==> src/rtl/multi_edge_detect_if.sv <==
// rtl/multi_edge_detect_if.sv - level inputs, edge modes and event outputs of the multi-channel edge detector
interface multi_edge_detect_if #(
    parameter int CHANNELS = 4
) ();
    localparam int IDX_W = (CHANNELS > 1) ? $clog2(CHANNELS) : 1;

    logic [CHANNELS-1:0]   level_in;
    logic [2*CHANNELS-1:0] mode;
    logic [CHANNELS-1:0]   clear;
    logic [CHANNELS-1:0]   pulse_out;
    logic [CHANNELS-1:0]   stable_out;
    logic [CHANNELS-1:0]   sticky_out;
    logic                  any_pulse;
    logic [IDX_W-1:0]      first_idx;

    modport master (
        output level_in, mode, clear,
        input  pulse_out, stable_out, sticky_out, any_pulse, first_idx
    );

    modport slave (
        input  level_in, mode, clear,
        output pulse_out, stable_out, sticky_out, any_pulse, first_idx
    );
endinterface

==> src/rtl/multi_edge_detect.sv <==
// rtl/multi_edge_detect.sv - per-channel synchroniser, debouncer, edge pulse and sticky flag
module multi_edge_detect #(
    parameter int CHANNELS        = 4,
    parameter int SYNC_STAGES     = 2,
    parameter int DEBOUNCE_CYCLES = 16
) (
    input  logic               clk,
    input  logic               n_reset,
    multi_edge_detect_if.slave bus
);
    localparam int IDX_W = (CHANNELS > 1) ? $clog2(CHANNELS) : 1;
    localparam int CNT_W = (DEBOUNCE_CYCLES > 1) ? $clog2(DEBOUNCE_CYCLES) : 1;
    localparam logic [CNT_W-1:0] CNT_LAST = CNT_W'(DEBOUNCE_CYCLES - 1);

    logic [SYNC_STAGES-1:0] sync_q [CHANNELS];
    logic [CNT_W-1:0]       cnt_q  [CHANNELS];
    logic [CHANNELS-1:0]    stable_q;
    logic [CHANNELS-1:0]    pulse_q;
    logic [CHANNELS-1:0]    sticky_q;

    logic [CHANNELS-1:0]    s;
    logic [CHANNELS-1:0]    toggle;
    logic [CHANNELS-1:0]    qualified;
    logic [IDX_W-1:0]       first;

    // A toggle is accepted on the edge where the mismatch has already lasted DEBOUNCE_CYCLES-1 clocks.
    always_comb begin
        s         = '0;
        toggle    = '0;
        qualified = '0;
        for (int i = 0; i < CHANNELS; i++) begin
            s[i]         = sync_q[i][SYNC_STAGES-1];
            toggle[i]    = (s[i] != stable_q[i]) && (cnt_q[i] == CNT_LAST);
            qualified[i] = toggle[i] && (s[i] ? bus.mode[2*i] : bus.mode[2*i+1]);
        end
    end

    always_ff @(posedge clk) begin
        if (!n_reset) begin
            for (int i = 0; i < CHANNELS; i++) begin
                sync_q[i] <= '0;
                cnt_q[i]  <= '0;
            end
            stable_q <= '0;
            pulse_q  <= '0;
            sticky_q <= '0;
        end else begin
            for (int i = 0; i < CHANNELS; i++) begin
                sync_q[i] <= {sync_q[i][SYNC_STAGES-2:0], bus.level_in[i]};
                if (s[i] == stable_q[i] || toggle[i]) begin
                    cnt_q[i] <= '0;
                end else begin
                    cnt_q[i] <= cnt_q[i] + CNT_W'(1);
                end
            end
            stable_q <= stable_q ^ toggle;
            pulse_q  <= qualified;
            // Set has priority over clear so an event arriving with a clear is never lost.
            sticky_q <= qualified | (sticky_q & ~bus.clear);
        end
    end

    always_comb begin
        first = '0;
        for (int i = CHANNELS - 1; i >= 0; i--) begin
            if (pulse_q[i]) begin
                first = IDX_W'(i);
            end
        end
    end

    assign bus.pulse_out  = pulse_q;
    assign bus.stable_out = stable_q;
    assign bus.sticky_out = sticky_q;
    assign bus.any_pulse  = |pulse_q;
    assign bus.first_idx  = first;
endmodule
==> src/flat_wrapper.sv <==
// flat-port wrapper written by rule: the top's interface ports become plain ports
module multi_edge_detect_flat 
#(
    parameter int CHANNELS        = 4,
    parameter int SYNC_STAGES     = 2,
    parameter int DEBOUNCE_CYCLES = 16
)
  (clk, n_reset, bus_level_in, bus_mode, bus_clear, bus_pulse_out, bus_stable_out, bus_sticky_out, bus_any_pulse, bus_first_idx);
  multi_edge_detect_if #(.CHANNELS(CHANNELS)) bus_i ();
  input  logic clk;
  input  logic n_reset;
  input wire logic [$bits(bus_i.level_in)-1:0] bus_level_in;
  input wire logic [$bits(bus_i.mode)-1:0] bus_mode;
  input wire logic [$bits(bus_i.clear)-1:0] bus_clear;
  output wire logic [$bits(bus_i.pulse_out)-1:0] bus_pulse_out;
  output wire logic [$bits(bus_i.stable_out)-1:0] bus_stable_out;
  output wire logic [$bits(bus_i.sticky_out)-1:0] bus_sticky_out;
  output wire logic [$bits(bus_i.any_pulse)-1:0] bus_any_pulse;
  output wire logic [$bits(bus_i.first_idx)-1:0] bus_first_idx;
  assign bus_i.level_in = bus_level_in;
  assign bus_i.mode = bus_mode;
  assign bus_i.clear = bus_clear;
  assign bus_pulse_out = bus_i.pulse_out;
  assign bus_stable_out = bus_i.stable_out;
  assign bus_sticky_out = bus_i.sticky_out;
  assign bus_any_pulse = bus_i.any_pulse;
  assign bus_first_idx = bus_i.first_idx;
  multi_edge_detect #(.CHANNELS(CHANNELS), .SYNC_STAGES(SYNC_STAGES), .DEBOUNCE_CYCLES(DEBOUNCE_CYCLES)) u_core (.clk(clk), .n_reset(n_reset), .bus(bus_i));
endmodule
==> config.mk <==
export PLATFORM = sky130hd
export DESIGN_NAME = multi_edge_detect_flat
export DESIGN_NICKNAME = d
export VERILOG_FILES = /design/src/rtl/multi_edge_detect_if.sv /design/src/rtl/multi_edge_detect.sv /design/src/flat_wrapper.sv
export SDC_FILE = /design/constraint.sdc
export NUM_CORES = 1
export LEC_CHECK = 0
export CORE_ASPECT_RATIO = 0.75
export CORE_MARGIN = 2
export CORE_UTILIZATION = 45
export CTS_BUF_LIST = sky130_fd_sc_hd__clkbuf_16
export DETAILED_ROUTE_END_ITERATION = 7
export PLACE_DENSITY = 0.73
export SETUP_SLACK_MARGIN = 0.2
export SYNTH_ARGS = -nofsm -noshare
export SYNTH_HDL_FRONTEND = slang
export SYNTH_SLANG_ARGS = --single-unit
export TNS_END_PERCENT = 20
==> constraint.sdc <==
create_clock -name clk -period 1.2 [get_ports clk]
set_input_delay 0.3 -clock clk [delete_from_list [all_inputs] [get_ports clk]]
set_output_delay 0.3 -clock clk [all_outputs]
set_load 0.01 [all_outputs]
* Yosys cells after proc, flatten, opt, wreduce, memory -nomap -nowiden
Memory sizes are Yosys's and may differ from the RTL's.
Index checks and enable logic that the tools add are counted.
** Word-level totals
- Register bits after elaboration :: 12
- Output and inout bits :: 15
- Bits of input ports :: 18
- Word-level logic and storage cells :: 96
- ROM bits :: 0
- Latch bits :: 0
- Memories kept :: 2
- Bits in writable memories :: 24
** Memories
- u_core.cnt_q :: depth 4, width 4, rd ports 4, clocked after memory_dff 0, write ports 4, RTL line multi_edge_detect.sv:16 : logic [CNT_W-1:0] cnt_q [CHANNELS];
- u_core.sync_q :: depth 4, width 2, rd ports 4, clocked after memory_dff 0, write ports 4, RTL line multi_edge_detect.sv:15 : logic [SYNC_STAGES-1:0] sync_q [CHANNELS];
** Operators by class
- Reduce and logical (&&, ||, !) cells :: 13
- Multiply operators :: 0
- Shifts and indexed selects :: 0
- Div/mod/pow operators :: 0
- Muxes and demuxes :: 46
- $add $sub $neg :: 4
- Order comparisons :: 0
- Equality and inequality tests :: 12
- Bitwise operators :: 16
** Operators with widths (count)
- $mux W4 :: 8
- $mux W1 :: 30
- $add A4 B1 Y4 const B :: 4
- $eq A4 B4 Y1 const B :: 4
- $mux W2 :: 8
- $or A1 B1 Y1 :: 12
- $logic_and A1 B1 Y1 :: 8
- $and A4 B4 Y4 :: 1
- $eq A1 B1 Y1 :: 4
- $logic_or A1 B1 Y1 :: 4
- $ne A1 B1 Y1 :: 4
- $not A4 Y4 :: 1
- $or A4 B4 Y4 :: 1
- $reduce_or A4 Y1 :: 1
- $xor A4 B4 Y4 :: 1

* Logic depth before layout (Yosys ltp)
- Depth after elaboration :: 8
- Gate-level depth with buffers :: 4
- Mapped depth without buffers :: 4

* Least setup slack after synthesis
No wires, ideal clock.
- Kind :: reg2reg
- Start point :: mem u_core.cnt_q[0][12] (netlist bit)
- End point :: reg u_core.sticky_q[3] (netlist: u_core.bus.sticky_out[3])
- Buffers on the path :: 0
- Required time :: 1125 ps
- Data arrival time :: 1019 ps
- Path slack :: 107 ps
- Setup time :: 75 ps
- Period minus slack after synthesis :: 1093 ps
- Cell stages (with the launch flop) :: 5
- Cell sequence :: edfxtp_1 ha_1 nand3_2 or2_1 o22ai_1
** RTL lines
- from (decl) :: RTL line multi_edge_detect.sv:16
- to (signal assigned) :: RTL line multi_edge_detect.sv:59 : sticky_q <= qualified | (sticky_q & ~bus.clear);
- to (decl) :: RTL line multi_edge_detect.sv:19 : logic [CHANNELS-1:0] sticky_q;

* Final worst setup path
- Start point :: reg u_core.pulse_q[3] (netlist: u_core.bus.pulse_out[3])
- End point :: out bus_first_idx[0]
** On the way
- Cells in the longest elaborated chain, start to end :: 4
** Ends and longest elaborated chain
- from (decl) :: RTL line multi_edge_detect.sv:18 : logic [CHANNELS-1:0] pulse_q;
- from (signal assigned) :: RTL line multi_edge_detect.sv:57 : pulse_q <= qualified;
- $mux W2 (4 in series) :: RTL line multi_edge_detect.sv:66 : if (pulse_q[i]) begin
- to (decl) :: RTL line flat_wrapper.sv:19 : output wire logic [$bits(bus_i.first_idx)-1:0] bus_first_idx;
No other way between the ends.

==> impl_metrics.csv <==
group,metric,value,unit
drt,viasPerCell,4.812,
placed_design,dp_hpwl,2094,um
power,powerDensity,1138,mW/mm^2
worst_setup_path,endpoint_kind,"primary output",
drt,dr.pass1.iters,2,
floorplanning,die_w,70.11,um
global_route,grt_max_degree,24,
clock_network,cts_tree,"built",
synth,synthTopCellsByArea,"edfxtp_1 (33%), dfxtp_1 (27%), nor2_1 (5.9%)",
sta,fmax,788.0,MHz
power,power_switching,0.0005758,W
floorplanning,ioPinCount,33,
worst_setup_path,cp_max_fo,3,
synth,synth_flop_cell,"dfxtp_1",
sta,postLayoutSetupSlackWorst,-69.10,ps
worst_setup_path,crit_type,"reg2out",
sta,slew_violations,0,
sta,finalSetupViolations,4,
floorplanning,die_area,0.003757,mm^2
sta,rsz0062_at_grt,"yes",
drt,drt_drc_violations_left,0,
floorplanning,die_y,53.59,um
flow_run,maxCapViolations,0,
cells_and_area,drive_above_1_share,42.35,%
synth,synth_top_area_share,32.57,%
synth,netlist-cell-type-count,22,
synth,synth_area_leader_cell,"edfxtp_1",
sta,fin_skew,3.321,ps
worst_setup_path,critPathRequiredTime,900,ps
synth,synth_seq_cells,36,
clock_network,clock_latency,270,ps
placed_design,routabilityCongestion,0.7890,
drt,vias,1126,
drt,ant_nets,0,
power,seq_power_share,49.3,%
global_route,antenna_found_initial,0,
cells_and_area,nNetsFinal,217,
synth,netlist_area,0.001475,mm^2
sta,hold_violations,0,
worst_setup_path,cp.arrival,970,ps
floorplanning,coreArea,0.003042,mm^2
clock_network,clockBufferDepth,2,
sta,fin_crit,1269,ps
floorplanning,start_util,48.50,%
power,p_leak,0.9569,nW
outcome,violations,"negative setup slack",
synth,synthCells,134,
synth,yosys_warnings,0,
worst_hold_path,hold_start,"u_core.sync_q[0][0]",
global_route,grt_use_total,16.46,%
clock_network,cts.clk_slew.worst_paths,50,ps
cells_and_area,antenna_cells,0,
clock_network,cts_sinks,36,
global_route,grt_pass1_wl,4623,um
power,p_comb_share,7.5,%
worst_setup_path,r2r-start,"u_core.cnt_q[0][12]",
clock_network,cts.htree.levels,2,
outcome,outcome,"finished, violations left",
floorplanning,rows,17,
sta,whs,431.4,ps
synth,yosysSeqAreaShare,59.71,%
sta,fin_crit_sh,105.8,%
worst_setup_path,start_kind,"register",
synth,synth-edff-count,16,
drt,wl_per_cell,14.59,um
worst_setup_path,r2r_cells,4,
synth,async_flop_share,0,%
global_route,grt_pass1_vias,1052,
clock_network,root_buffer,"clkbuf_16",
cells_and_area,areaGrowthSynthToFinish,64.21,%
worst_hold_path,hp-class,"reg2reg",
cells_and_area,final_area,0.002422,mm^2
power,p_clk_share,43.1,%
global_route,grt-ovfl-total,0,
power,vdd_drop_max,0.001081,V
worst_hold_path,min_path_cells,1,
placed_design,placed_cell_area,0.001973,mm^2
power,internal-power,0.002181,W
synth,avgSynthCellArea,11.01,um^2
drt,drt-initial-drc-count,24,
worst_setup_path,cp-startpoint,"u_core.bus.pulse_out[3]",
drt,wl,3413,um
power,swShare,20.89,%
placed_design,io_buffers,32,
clock_network,numCtsBuffers,5,
metal layers:
metal | vias to the layer above | wire, um | GRT usage (%)
met1 | 537 | 1473 | 20.00
met3 | 2 | 152 | 5.056
met2 | 34 | 1767 | 29.05
li1 | 553 | - | -
met5 | - | 0 | 0
met4 | 0 | 19 | 4.808
layout make-up:
cell class | count | area [um^2]
inverter | 5 | 18.77
multi-input combinational | 106 | 907.1
clock inverter | 3 | 11.26
sequential | 36 | 902.1
timing repair buffer | 41 | 410.4
fill | 172 | 619.3
tap | 38 | 47.55
clock buffer | 5 | 125.1
through the flow:
stage               cells  power [W]  setup slack, ps  setup TNS, ps  util, %
finish                234   0.002757           -69.10         -138.2    79.64
detailed placement    221   0.001530           -209.1          -4012    64.87
global placement      221   0.001522           -160.4          -2946    64.87
global route          234   0.002845           -128.3         -433.7    79.64
floorplan             149   0.001445            143.8              0        -
CTS                   231   0.002711           -48.61         -96.31    71.00
what timing repair did:
action | CTS | global route
pin swaps | 31 | 30
resized for setup | 91 | 45
gates cloned | 0 | 0
setup endpoints to repair | 43 | 43
hold buffers | 0 | 0
setup buffers | 2 | 3
cells in the final DEF (no fill, tap or decap), drive strengths merged, types with 3 or more instances in the layout:
cell type and instances:
dfxtp 20, inv 7, o21ai 3, xnor2 4, buf 24, and2 8
or2 4, nor2 23, edfxtp 16, mux2i 8, nor2b 4, clkbuf 5
nand3b 3, ha 4, nand2 6, nand3 12, conb 16, xor2 8
clkdlybuf4s50 16
final timing paths:
path / end / slack, ps
worst max register to register: u_core.bus.sticky_out[3] / -20
worst min-delay path: u_core.sync_q[0][1] / 430
worst max-delay path: bus_first_idx[0] / -70
worst min register to register: u_core.sync_q[0][1] / 430
logic make-up (layout without fill, tap and decap cells):
family / after synthesis / in the layout / synth area share (%)
muxes: 8 / 8 / 5.429
DFF: 36 / 36 / 59.71
xor gates and xnor gates: 12 / 12 / 7.125
other: 1 / 16 / 0.2542
buffers and inverters: 7 / 54 / 1.866
AOI/OAI and AO/OA: 5 / 5 / 1.781
and+or+nand+nor: 61 / 61 / 20.44
adders and majority gates: 4 / 4 / 3.393
cells in the mapped netlist, drive strengths merged (3+ instances only):
| library cell | number |
|---|---|
| inv | 5 |
| dfxtp | 20 |
| xor2 | 8 |
| and2 | 8 |
| ha | 4 |
| edfxtp | 16 |
| nor2 | 23 |
| nand3b | 3 |
| nand2 | 6 |
| or2 | 4 |
| mux2i | 8 |
| nor2b | 4 |
| o21ai | 3 |
| nand3 | 12 |
| xnor2 | 4 |
power groups by stage:
stage | Clock (W) | Sequential, W | Combinational [W]
floorplan | 0 | 0.00137 | 0.0000791
global placement | 0 | 0.00137 | 0.000152
detailed placement | 0 | 0.00137 | 0.000158
CTS | 0.00120 | 0.00135 | 0.000160
global route | 0.00126 | 0.00136 | 0.000226
finish | 0.00119 | 0.00136 | 0.000207
worst max-delay path, cell delays in order (launching register included):
cell,delay (ps)
dfxtp_4,360
a21oi_2,50
nor2_1,120
buf_2,160
(Power assumes the default switching activity.)
